## src/rtl/param_pkg.sv

```systemverilog
// param_pkg: shared widths, default address map and encodings for the AHB decoder/mux.
package param_pkg;
  localparam int ADDR_WIDTH = 32;
  localparam int DATA_WIDTH = 32;
  localparam int NUM_SUBORD = 4;
  // 0x3000_0000..0x3FFF_FFFF and everything from 0x5000_0000 up are unmapped
  localparam logic [ADDR_WIDTH-1:0] BASE_ADDR [NUM_SUBORD] =
    '{32'h0000_0000, 32'h1000_0000, 32'h2000_0000, 32'h4000_0000};
  localparam logic [ADDR_WIDTH-1:0] HIGH_ADDR [NUM_SUBORD] =
    '{32'h1000_0000, 32'h2000_0000, 32'h3000_0000, 32'h5000_0000};
  typedef enum logic [1:0] {HT_IDLE, HT_BUSY, HT_NONSEQ, HT_SEQ} htrans_e;
  typedef enum logic [1:0] {DS_IDLE, DS_ERR1, DS_ERR2} ds_state_e;
endpackage

```

## src/rtl/ahb_default_sub.sv

```systemverilog
// ahb_default_sub: two-cycle ERROR responder for transfers that hit no mapped region.
module ahb_default_sub
  import param_pkg::*;
(
  input  logic clk,
  input  logic rst,
  input  logic i_ready,
  input  logic i_req,
  output logic o_ready,
  output logic o_resp
);
  ds_state_e r_state;
  always_ff @(posedge clk or posedge rst) begin
    if (rst) begin
      r_state <= DS_IDLE;
      o_ready <= 1'b1;
      o_resp  <= 1'b0;
    end else begin
      case (r_state)
        DS_ERR1: begin
          r_state <= DS_ERR2;
          o_ready <= 1'b1;
          o_resp  <= 1'b1;
        end
        default: begin
          // ERR2 chains straight into ERR1 when the next transfer is also unmapped
          r_state <= (i_ready && i_req) ? DS_ERR1 : DS_IDLE;
          o_ready <= !(i_ready && i_req);
          o_resp  <= i_ready && i_req;
        end
      endcase
    end
  end
endmodule

```

## src/rtl/ahb_decode_mux.sv

```systemverilog
// ahb_decode_mux: AHB address decoder with data-phase response mux and default subordinate.
module ahb_decode_mux #(
  parameter int ADDR_WIDTH = param_pkg::ADDR_WIDTH,
  parameter int DATA_WIDTH = param_pkg::DATA_WIDTH,
  parameter int NUM_SUBORD = param_pkg::NUM_SUBORD,
  parameter logic [ADDR_WIDTH-1:0] BASE_ADDR [NUM_SUBORD] = param_pkg::BASE_ADDR,
  parameter logic [ADDR_WIDTH-1:0] HIGH_ADDR [NUM_SUBORD] = param_pkg::HIGH_ADDR
) (
  input  logic                                 Hclk,
  input  logic                                 Hrst,
  input  logic [ADDR_WIDTH-1:0]                Haddr,
  input  logic [1:0]                           Htrans,
  input  logic [NUM_SUBORD-1:0][DATA_WIDTH-1:0] Hrdata_s,
  input  logic [NUM_SUBORD-1:0]                Hreadyout_s,
  input  logic [NUM_SUBORD-1:0]                Hresp_s,
  output logic [NUM_SUBORD-1:0]                Hsel,
  output logic [DATA_WIDTH-1:0]                Hrdata,
  output logic                                 Hready,
  output logic                                 Hresp
);
  import param_pkg::*;
  logic [NUM_SUBORD:0] r_dsel;
  logic                w_unmapped;
  logic                w_req;
  logic                w_ds_ready;
  logic                w_ds_resp;
  // scan high to low so the lowest matching index wins on overlap
  always_comb begin
    Hsel = '0;
    for (int i = NUM_SUBORD - 1; i >= 0; i--)
      if (Haddr >= BASE_ADDR[i] && Haddr < HIGH_ADDR[i]) begin
        Hsel    = '0;
        Hsel[i] = 1'b1;
      end
  end
  assign w_unmapped = ~|Hsel;
  assign w_req      = w_unmapped && (htrans_e'(Htrans) inside {HT_NONSEQ, HT_SEQ});
  always_ff @(posedge Hclk or posedge Hrst) begin
    if (Hrst) r_dsel <= '0;
    else if (Hready) r_dsel <= {w_unmapped, Hsel};
  end
  always_comb begin
    Hrdata = '0;
    Hready = 1'b1;
    Hresp  = 1'b0;
    for (int i = 0; i < NUM_SUBORD; i++)
      if (r_dsel[i]) begin
        Hrdata = Hrdata_s[i];
        Hready = Hreadyout_s[i];
        Hresp  = Hresp_s[i];
      end
    if (r_dsel[NUM_SUBORD]) begin
      Hready = w_ds_ready;
      Hresp  = w_ds_resp;
    end
  end
  ahb_default_sub u_default_sub (
    .clk     (Hclk),
    .rst     (Hrst),
    .i_ready (Hready),
    .i_req   (w_req),
    .o_ready (w_ds_ready),
    .o_resp  (w_ds_resp)
  );
endmodule

```

## config.mk

```make
export PLATFORM = sky130hd
export DESIGN_NAME = ahb_decode_mux
export DESIGN_NICKNAME = d
export VERILOG_FILES = /design/src/rtl/param_pkg.sv /design/src/rtl/ahb_default_sub.sv /design/src/rtl/ahb_decode_mux.sv
export SDC_FILE = /design/constraint.sdc
export NUM_CORES = 1
export LEC_CHECK = 0
export ABC_AREA = 1
export CAP_MARGIN = 20
export CORE_AREA = 2 2 81 83
export DETAILED_ROUTE_END_ITERATION = 10
export DIE_AREA = 0 0 83 85
export DONT_BUFFER_PORTS = 1
export PLACE_DENSITY = 0.45
export SYNTH_ARGS = -nofsm -noshare
export SYNTH_HDL_FRONTEND = slang
export SYNTH_SLANG_ARGS = --single-unit
```

## constraint.sdc

```tcl
create_clock -name Hclk -period 1.7 [get_ports Hclk]
set_input_delay 0.34 -clock Hclk [delete_from_list [all_inputs] [get_ports Hclk]]
set_output_delay 0.34 -clock Hclk [all_outputs]
set_load 0.005 [all_outputs]
```

==> out/results.txt, run 1 <==
Synth cell types - 21
Met3 Use GR - 0.0379
Half-perimeter wire length after placement - 4330 microns
Antenna cells - 0
Clk slew on worst S/H paths - 40 ps
VDD IR max - 0.766 mV
Worst-Skew Late Latency - 230 ps
Crit Path Max Fanout - 5
HP Class - input pin to register
Core ar. - 0.00620 sq mm
Crit path capture type - primary output
H-tree Lvls - 1
Initial antenna violation count - 0
Final WL - 5500 microns
Post-Synth Adder-Cell Area - 0
Hold Slack - 302 ps
Largest area contributor in the netlist - nand2_1
DR vias - 1,879
Synth Register Bits - 9
Final period utilization - 1.00
Status - finished with violations
Vias in the first global route - 1,723
Seq/Total Area, Yosys - 0.137
Number of synthesized flops with an enable pin - 0
Peak Freq - 586 MHz
CTS Sinks - 9
Main area contributors after synthesis - nand2_1 26%, o31ai_2 15%, dfrtp_1 12%
Deepest clock path buffer count - 2
Global-route wire length before repair - 8400 microns
Reg2reg path depth - 8
Top_reg_cell synth - dfrtp_1
TritonCTS clock tree - done
R2R Path End - r_dsel[0]$_DFFE_PP0P_
Final count of hold timing violations - 0
Synth Area in Simple Gates - 0.411
Fillcell total - 715
Yosys warning count - 0
Row count - 29
FF-to-FF Start - r_dsel[1]$_DFFE_PP0P_
Max cap viols - 0
Critical path, cell by cell - nor2_8, buf_4, nand2_1, nand2_1, o211ai_1, a21oi_2
Compound-Gate Fraction of Synth Area - 0.332
Worst path required time - 1360 ps
Placer Congestion - 0.770
Non-filler cells, final - 368
Cts bufs inserted - 3
Max-Slew Margin vs Limit - 0.772
Hold_sp - Htrans[1]
Worst path max stage delay - 460 ps
Final setup TNS - -16.5 ps
Most common cell in the netlist - nand2_1
Via-to-Cell Ratio - 5.11
Starting DRT DRC Count - 37
Mapped Avg Cell Area - 5.81 sq um
# port buffers - 0
Cell Pwr Density - 1280 mW/mm^2
Final Setup Violations - 3
Final WS setup - -6.44 ps
CTS root buf - clkbuf_8
Nets - 464
Failing checks - setup timing
Global-route usage over all layers - 0.141
Chip width - 83 microns
Crit path kind - register to primary output
Hold EP - u_default_sub.o_ready$_DFF_PP1_
Yosys top cell area share - 0.257
Largest net degree at the start of global routing - 21
Asr flop ratio synth - 1.00
Die area - 0.00706 sq mm
Wirelength per Cell - 15.0 microns
Die height - 85 microns
Initial Utilization - 0.266
Drc violations - 0
Share of synthesized area spent on multiplexers - 0
Total congestion overflow - 0
Slew @ Worst Pin - 342 ps
Skew final - 1.05 ps
CP startpoint kind - register
Max Slew Vio Count - 0
Largest family of logic cells by synthesized area - simple AND/OR/NAND/NOR gates
WHS Path Cells - 3
Syn_nets - 456
I/O pins - 210
Post-DRT Antenna Nets - 0
Placed cell count - 354
Area grow syn2layout - 23.9%
Slowest CP cell - dfrtp_2
Cell count after synthesis - 284
Fin crit period - 1710 ps
Most frequent CP cell - nand2_1
TritonRoute pass-1 iters - 4
Critical path arrival - 1370 ps
Top cells by count, synth - 113 x nand2_1, 42 x nor2_1, 37 x a21oi_1
Met1 Use GR - 0.170
Routing usage on met2 - 0.253
Grt peak-use layer - met2
Share of layout cells above drive strength 1 - 0.289
Setup repair after global routing missed its margin - yes
Post-synthesis cell area - 0.00165 sq mm
P_leak - 0.984 nW
R2R Setup Slk - 340 ps
Final Util - 0.329
Synth Area in XOR/XNOR - 0
==> registers in the layout, indices dropped and copies added (netlist names) <==
signal and count:
r_dsel 5, u_default_sub.o_resp 1, u_default_sub.r_state 2, u_default_sub.o_ready 1
==> power breakdown <==
group | total [mW] | internal, mW | switching, mW | leakage [nW]
Clock | 0.241 | 0.163 | 0.0784 | 0.0228
Sequential | 0.353 | 0.290 | 0.0633 | 0.112
Combinational | 2.02 | 0.859 | 1.16 | 0.850
==> layer usage <==
metal | wire, microns | up-vias
met5 | 0 | -
met4 | 21 | 0
met3 | 532 | 2
met2 | 2820 | 93
met1 | 2130 | 835
li1 | - | 949
==> final cells by class <==
type                            instances  area, sq um  area share
Inverter                               14         55.1      0.0269
Multi-Input combinational cell        240         1330       0.652
Timing Repair Buffer                   24          285       0.140
Tap cell                               77         96.3      0.0472
Sequential cell                         9          229       0.112
Clock buffer                            4         45.0      0.0220
==> how the worst max path moves through the flow <==
stage / end / cells past startpoint / startpoint / slack [ps]
floorplan: Hrdata[23] / 5 / r_dsel[1]$_DFFE_PP0P_ / 280
global placement: Hrdata[31] / 6 / r_dsel[1]$_DFFE_PP0P_ / 100
detailed placement: Hrdata[31] / 6 / r_dsel[1]$_DFFE_PP0P_ / 90
CTS: Hrdata[31] / 6 / r_dsel[1]$_DFFE_PP0P_ / -40
global route: Hrdata[19] / 4 / r_dsel[1]$_DFFE_PP0P_ / -110
finish: Hresp / 6 / r_dsel[1]$_DFFE_PP0P_ / -6
==> through the flow <==
stage / instance area, sq um / worst slack [ps] / total power, mW
finish: 2040 / -6.44 / 2.61
detailed placement: 1760 / 91.9 / 2.11
floorplan: 1650 / 280 / 1.76
global placement: 1760 / 103 / 2.09
CTS: 1890 / -37.3 / 2.47
global route: 2040 / -111 / 2.88
==> layout by cell type, fill, tap and decap left out, types with 2 or more instances in the layout <==
cell type	synthesis	routed
o31ai_2	20	30
a21oi_1	37	30
o31ai_1	12	2
nand2_1	113	104
nor2_1	42	42
buf_8	0	2
dfrtp_2	0	2
inv_1	13	12
clkbuf_8	0	3
buf_4	6	13
nand2_2	3	12
a21oi_2	1	8
buf_6	5	2
dfrtp_1	8	6
nand3_1	7	7
buf_12	0	5
==> timing repair <==
action,4_1_cts,5_1_grt
cloned,0,1
hold endpoints to repair,8,0
buffers inserted,4,5
resized for setup,14,26
pin swaps,3,3
hold buffers,1,0
setup endpoints to repair,34,33
==> cell families after synthesis <==
logic type / Yosys count
compound gates: 72
flops: 9
simple gates: 168
buf+inv: 35
==> worst max-delay path, delay by kind of cell (launching register included) <==
kind | cells | cell delay (ps)
AO/OA/AOI/OAI | 2 | 290
buffers and inverters | 1 | 130
flip-flops | 1 | 460
AND/OR/NAND/NOR | 3 | 250
Power figures use the tool's default switching activity.
==> inputs of run 2 (changes only) <==
Settings changed: RECOVER_POWER set to 50.
==> results of run 2 <==
Same layout as run 1: the final DEF is identical, and so are final timing and power.
==> inputs of run 3 (changes only) <==
Settings changed: PLACE_DENSITY 0.45 to 0.46.
Clock period 1.7 ns to 1.4 ns, I/O delays scaled along.
==> run 3 against run 2 <==
The run still ends with setup timing left; utilization increased by 2.3 points; total power increased by 32%; clock skew about the same; global-route usage increased by 0.14 points; setup slack got worse by 280 ps; worst hold slack got worse by 65 ps; register-to-register slack got worse by 330 ps; clock-buffer cell count unchanged; clock power increased by 26%; first-iteration DRC count increased by 120%; die area unchanged; flip-flop and latch count unchanged; critical path type unchanged; largest cell class unchanged; largest power group unchanged.
==> out/results.txt, run 3 (synthesis results as in run 1) <==
Status - finished with violations
Failing checks - setup timing
TritonCTS clock tree - done
Core ar. - 0.00620 sq mm
Commonest non-fill, non-tap cell in the layout - nand2_1
CP startpoint kind - register
Antenna cells - 0
Final period utilization - 1.20
Row count - 29
Crit path capture type - primary output
Max reg flops - 5
Worst path max stage delay - 470 ps
Final Setup Violations - 34
Max-Slew Margin vs Limit - 0.775
Cts bufs inserted - 3
CTS root buf - clkbuf_8
Seq pwr share - 0.122
Skew final - 1.31 ps
Sw frac - 0.496
Slew @ Worst Pin - 337 ps
Fin crit period - 1680 ps
Half-perimeter wire length after placement - 4380 microns
Peak Freq - 594 MHz
Final WS setup - -283 ps
Via-to-Cell Ratio - 5.20
Pre-CTS setup slack - -99.6 ps
Regs by FF count - r_dsel (5), u_default_sub.r_state (2)
Wirelength per Cell - 15.6 microns
Total congestion overflow - 0
Critical path, cell by cell - nor2_8, buf_12, a21oi_4, o31ai_2, buf_4
Final WL - 5740 microns
Slowest CP cell - dfrtp_2
Deepest clock path buffer count - 2
Placer Congestion - 0.844
Drc violations - 0
Final count of hold timing violations - 0
Die height - 85 microns
Vias in the first global route - 1,817
I/O pins - 210
P_int - 1.74 mW
Share of layout cells above drive strength 1 - 0.295
Die area - 0.00706 sq mm
Commonest non-fill, non-tap cells in the layout - 111 x nand2_1, 42 x nor2_1, 24 x o31ai_2, 21 x a21oi_1, 13 x inv_1
Setup repair after global routing missed its margin - yes
Global-route wire length before repair - 8420 microns
VDD IR max - 0.548 mV
# port buffers - 0
Nets - 465
Initial Utilization - 0.266
Worst-Skew Late Latency - 230 ps
Final Power - 3.45 mW
Switch Pwr - 1.71 mW
Max cap viols - 0
P_leak - 1.01 nW
Combinational Power Share - 0.790
Post-DRT Antenna Nets - 0
Chip width - 83 microns
HP Class - input pin to register
Critical path arrival - 1400 ps
Starting DRT DRC Count - 83
H-tree Lvls - 1
Global-route usage over all layers - 0.142
Initial antenna violation count - 0
Clock Power Share - 0.088
Max Slew Vio Count - 0
Clk slew on worst S/H paths - 40 ps
Worst path required time - 1120 ps
Crit path kind - register to primary output
Largest net degree at the start of global routing - 38
TritonRoute pass-1 iters - 5
CTS Sinks - 9
DR vias - 1,919
Area grow syn2layout - 32.5%
Cell Pwr Density - 1580 mW/mm^2
Crit Path Max Fanout - 7
Most flop-heavy register - r_dsel
run 3: changes by cell type in the layout (fill, tap and decap cells not counted), sizes merged:
cell  before  now
buf       22   23
run 3: final cells by class:
| class | instances | area (sq um) |
|---|---|---|
| multi-input combinational | 240 | 1450 |
| fill | 697 | 4020 |
| clock buffer | 4 | 45.0 |
| sequential | 9 | 229 |
| tap | 77 | 96.3 |
| timing repair buffer | 25 | 317 |
| inverter | 14 | 52.6 |
run 3: what timing repair did:
item,CTS,global route
hold buffers,1,0
endpoints found under the setup margin,41,41
pin swaps,0,8
gates cloned,0,1
setup buffers,1,1
hold endpoints to repair,8,0
gates resized for setup,13,38
run 3: final timing paths:
path	from	endpoint	slack, ps	depth (start not counted)
min in group asynchronous	Hrst	u_default_sub.r_state[1]$_DFF_PP0_	450	2
worst max register to register	r_dsel[1]$_DFFE_PP0P_	r_dsel[0]$_DFFE_PP0P_	10	9
worst min register to register	u_default_sub.r_state[1]$_DFF_PP0_	u_default_sub.r_state[1]$_DFF_PP0_	420	1
worst min-delay path	Haddr[28]	r_dsel[0]$_DFFE_PP0P_	240	3
worst max-delay path	r_dsel[1]$_DFFE_PP0P_	Hrdata[30]	-280	5
max in group asynchronous	Hrst	u_default_sub.o_ready$_DFF_PP1_	650	2
run 3: stage by stage:
stage	cell area (sq um)	hold WS [ps]	instances	TNS [ps]	utilization
final	2180	237	369	-7890	0.352
after global routing	2180	230	369	-10970	0.352
after CTS	1950	230	367	-8280	0.314
after detailed placement	1830	156	361	-2450	0.296
after global placement	1830	151	361	-1570	0.296
after floorplan	1650	107	284	0	-
run 3: power groups by stage:
stage	clock network [mW]	logic, mW	registers (mW)
2_1_floorplan	0	1.75	0.397
3_3_place_gp	0	2.23	0.421
3_5_place_dp	0	2.25	0.425
4_1_cts	0.313	2.34	0.423
5_1_grt	0.327	2.99	0.435
6_report	0.303	2.72	0.422
run 3: layer usage:
metal  up-vias  global-route usage  routed length (microns)
li1        952                   -                        -
met1       857               0.168                     2220
met2       104               0.269                     3040
met3         6              0.0195                      427
met4         0              0.0358                       56
met5         -                   0                        0
run 3: worst max-delay path, delay by kind of cell, from the launching register on:
kind                   cells  cell delay, ps
and+or+nand+nor            1             140
buffers and inverters      2             300
AOI/OAI and AO/OA          2             260
DFF                        1             470
==> variant (settings of run 3) <==
Set the package constant `ADDR_WIDTH` to 64 (it was 32).
--- a/src/rtl/param_pkg.sv
+++ b/src/rtl/param_pkg.sv
@@ -1,6 +1,6 @@
 // param_pkg: shared widths, default address map and encodings for the AHB decoder/mux.
 package param_pkg;
-  localparam int ADDR_WIDTH = 32;
+  localparam int ADDR_WIDTH = 64;
   localparam int DATA_WIDTH = 32;
   localparam int NUM_SUBORD = 4;
   // 0x3000_0000..0x3FFF_FFFF and everything from 0x5000_0000 up are unmapped
Interface: changed (resized Haddr); port bits go from 210 to 242. No check against the original RTL was run, so the function may have changed too.
==> variant against run 3 <==
The flow still finishes with violations (setup timing); combinational power down 43%; design area up 0.80%; utilization up 0.28 points; sequential power down 7.3%; routed wire length up 11%; synthesized area up 4.4%; maximum frequency up 4.2%; final cell count up 18%; power down 35%; sequential cell count unchanged; worst setup slack better by 0.068 ns; clock skew about the same.
==> variant: results (changes against run 3) <==
crit path to Hrdata[0]; skew final 0.00154 ns (+0.000230 ns); Comb power 1.55 mW (-43%); status finished, violations left; worst-case clock buffer depth 2 (unchanged); Metal-1 WL 2430 microns (+9.4%); Critical path origin r_dsel[1]; dpl hpwl 4910 microns (+12%); CTS Hold Bufs 1 (unchanged); register area share after synthesis 13.2% (-0.58 points); number of library cell types mapped by synthesis 25 (+19%); Crit path largest cell delay 0.45 ns (-0.02 ns); drt via density 5.20 (about the same); FF-to-FF End u_default_sub.r_state[0]; failing checks setup timing; Final Hold Viols 0 (unchanged); Diodes inserted 0 (unchanged); CP arrival 1.34 ns (-0.06 ns); # setup viols final 35 (+2.9%); first-pass GRT wire length 9690 microns (+15%); Compound-Gate Fraction of Synth Area 22.2% (-11 points); routability congestion estimate 0.750 (-11%); crit path max fanout 21 (+14); Final WS setup -0.215 ns (+0.0678 ns); final WL 6350 microns (+11%); met3 routed WL 533 microns (+25%); post_cts resized 37 (+24); fin nets 565 (+22%); met3 GRT Util 3.11% (+1.2 points); hold_ws 0.194 ns (-0.0423 ns); WHS Endpoint u_default_sub.o_ready; switching power 1.09 mW (-36%); Crit-path slowest cell dfrtp_2; Pre-antenna DRT Iters 4 (-1); Seq group 0.391 mW (-7.3%); top layer in use met4; leakage power 0.960 nW (-5.4%); GR Layer Usage met1 20.3% (+3.4 points); share of cells above drive strength 1 23.3% (-6.1 points); vias in the first global route 2098 (+15%); synth top area cells nand2_1 (34%), a21oi_1 (19%), nor2_1 (13%); total global routing track utilization 16.4% (+2.2 points); clock transition at the registers of the reported paths 0.04 ns (about the same); r2r worst-path depth 8 (-1); met2 GRT Util 29.3% (+2.3 points); 1st-iter DRT viols 67 (-19%); largest net degree at the start of global routing 34 (-11%); post-synthesis cell count 356 (+25%); HP Start Htrans[1]; routed wl met2 3300 microns (+8.7%); most common library cells after synthesis nand2_1 (158), a21oi_1 (67), nor2_1 (60); peak supply drop 0.423 mV (-23%); Relative slew margins 78.3% (+0.84 points); syn_nets 560 (+23%); postcts setup bufs 4 (+3)
## variant: cell types whose count changed after synthesis, moves of 4 or more
cell and delta:
nor2_1 +18, buf_6 -4, o31ai_1 -12, clkbuf_1 +7, nand3_1 -4, o31ai_2 -20, nand2_1 +45, buf_4 -5
a21oi_1 +30, nand4_1 +4
## variant: per-stage QoR
step | cell area, sq um | power, mW | setup TNS (ns) | worst slack, ns | std cells
final | 2200 | 2.24 | -6.41 | -0.215 | 437
after global routing | 2200 | 2.45 | -9.97 | -0.306 | 437
after CTS | 2110 | 2.19 | -6.41 | -0.232 | 435
after detailed placement | 1890 | 1.67 | -0.901 | -0.0820 | 426
after global placement | 1890 | 1.66 | -0.639 | -0.0684 | 426
after floorplan | 1720 | 1.35 | 0 | 0.0378 | 356
## variant: area by class of cell
cell class	instances	area [sq um]
multi-input cells	309	1530
repair buffers	21	236
well taps	77	96.3
inverters	17	66.3
fillers	697	4000
flip-flops and latches	9	228
clock buffers	4	45.0
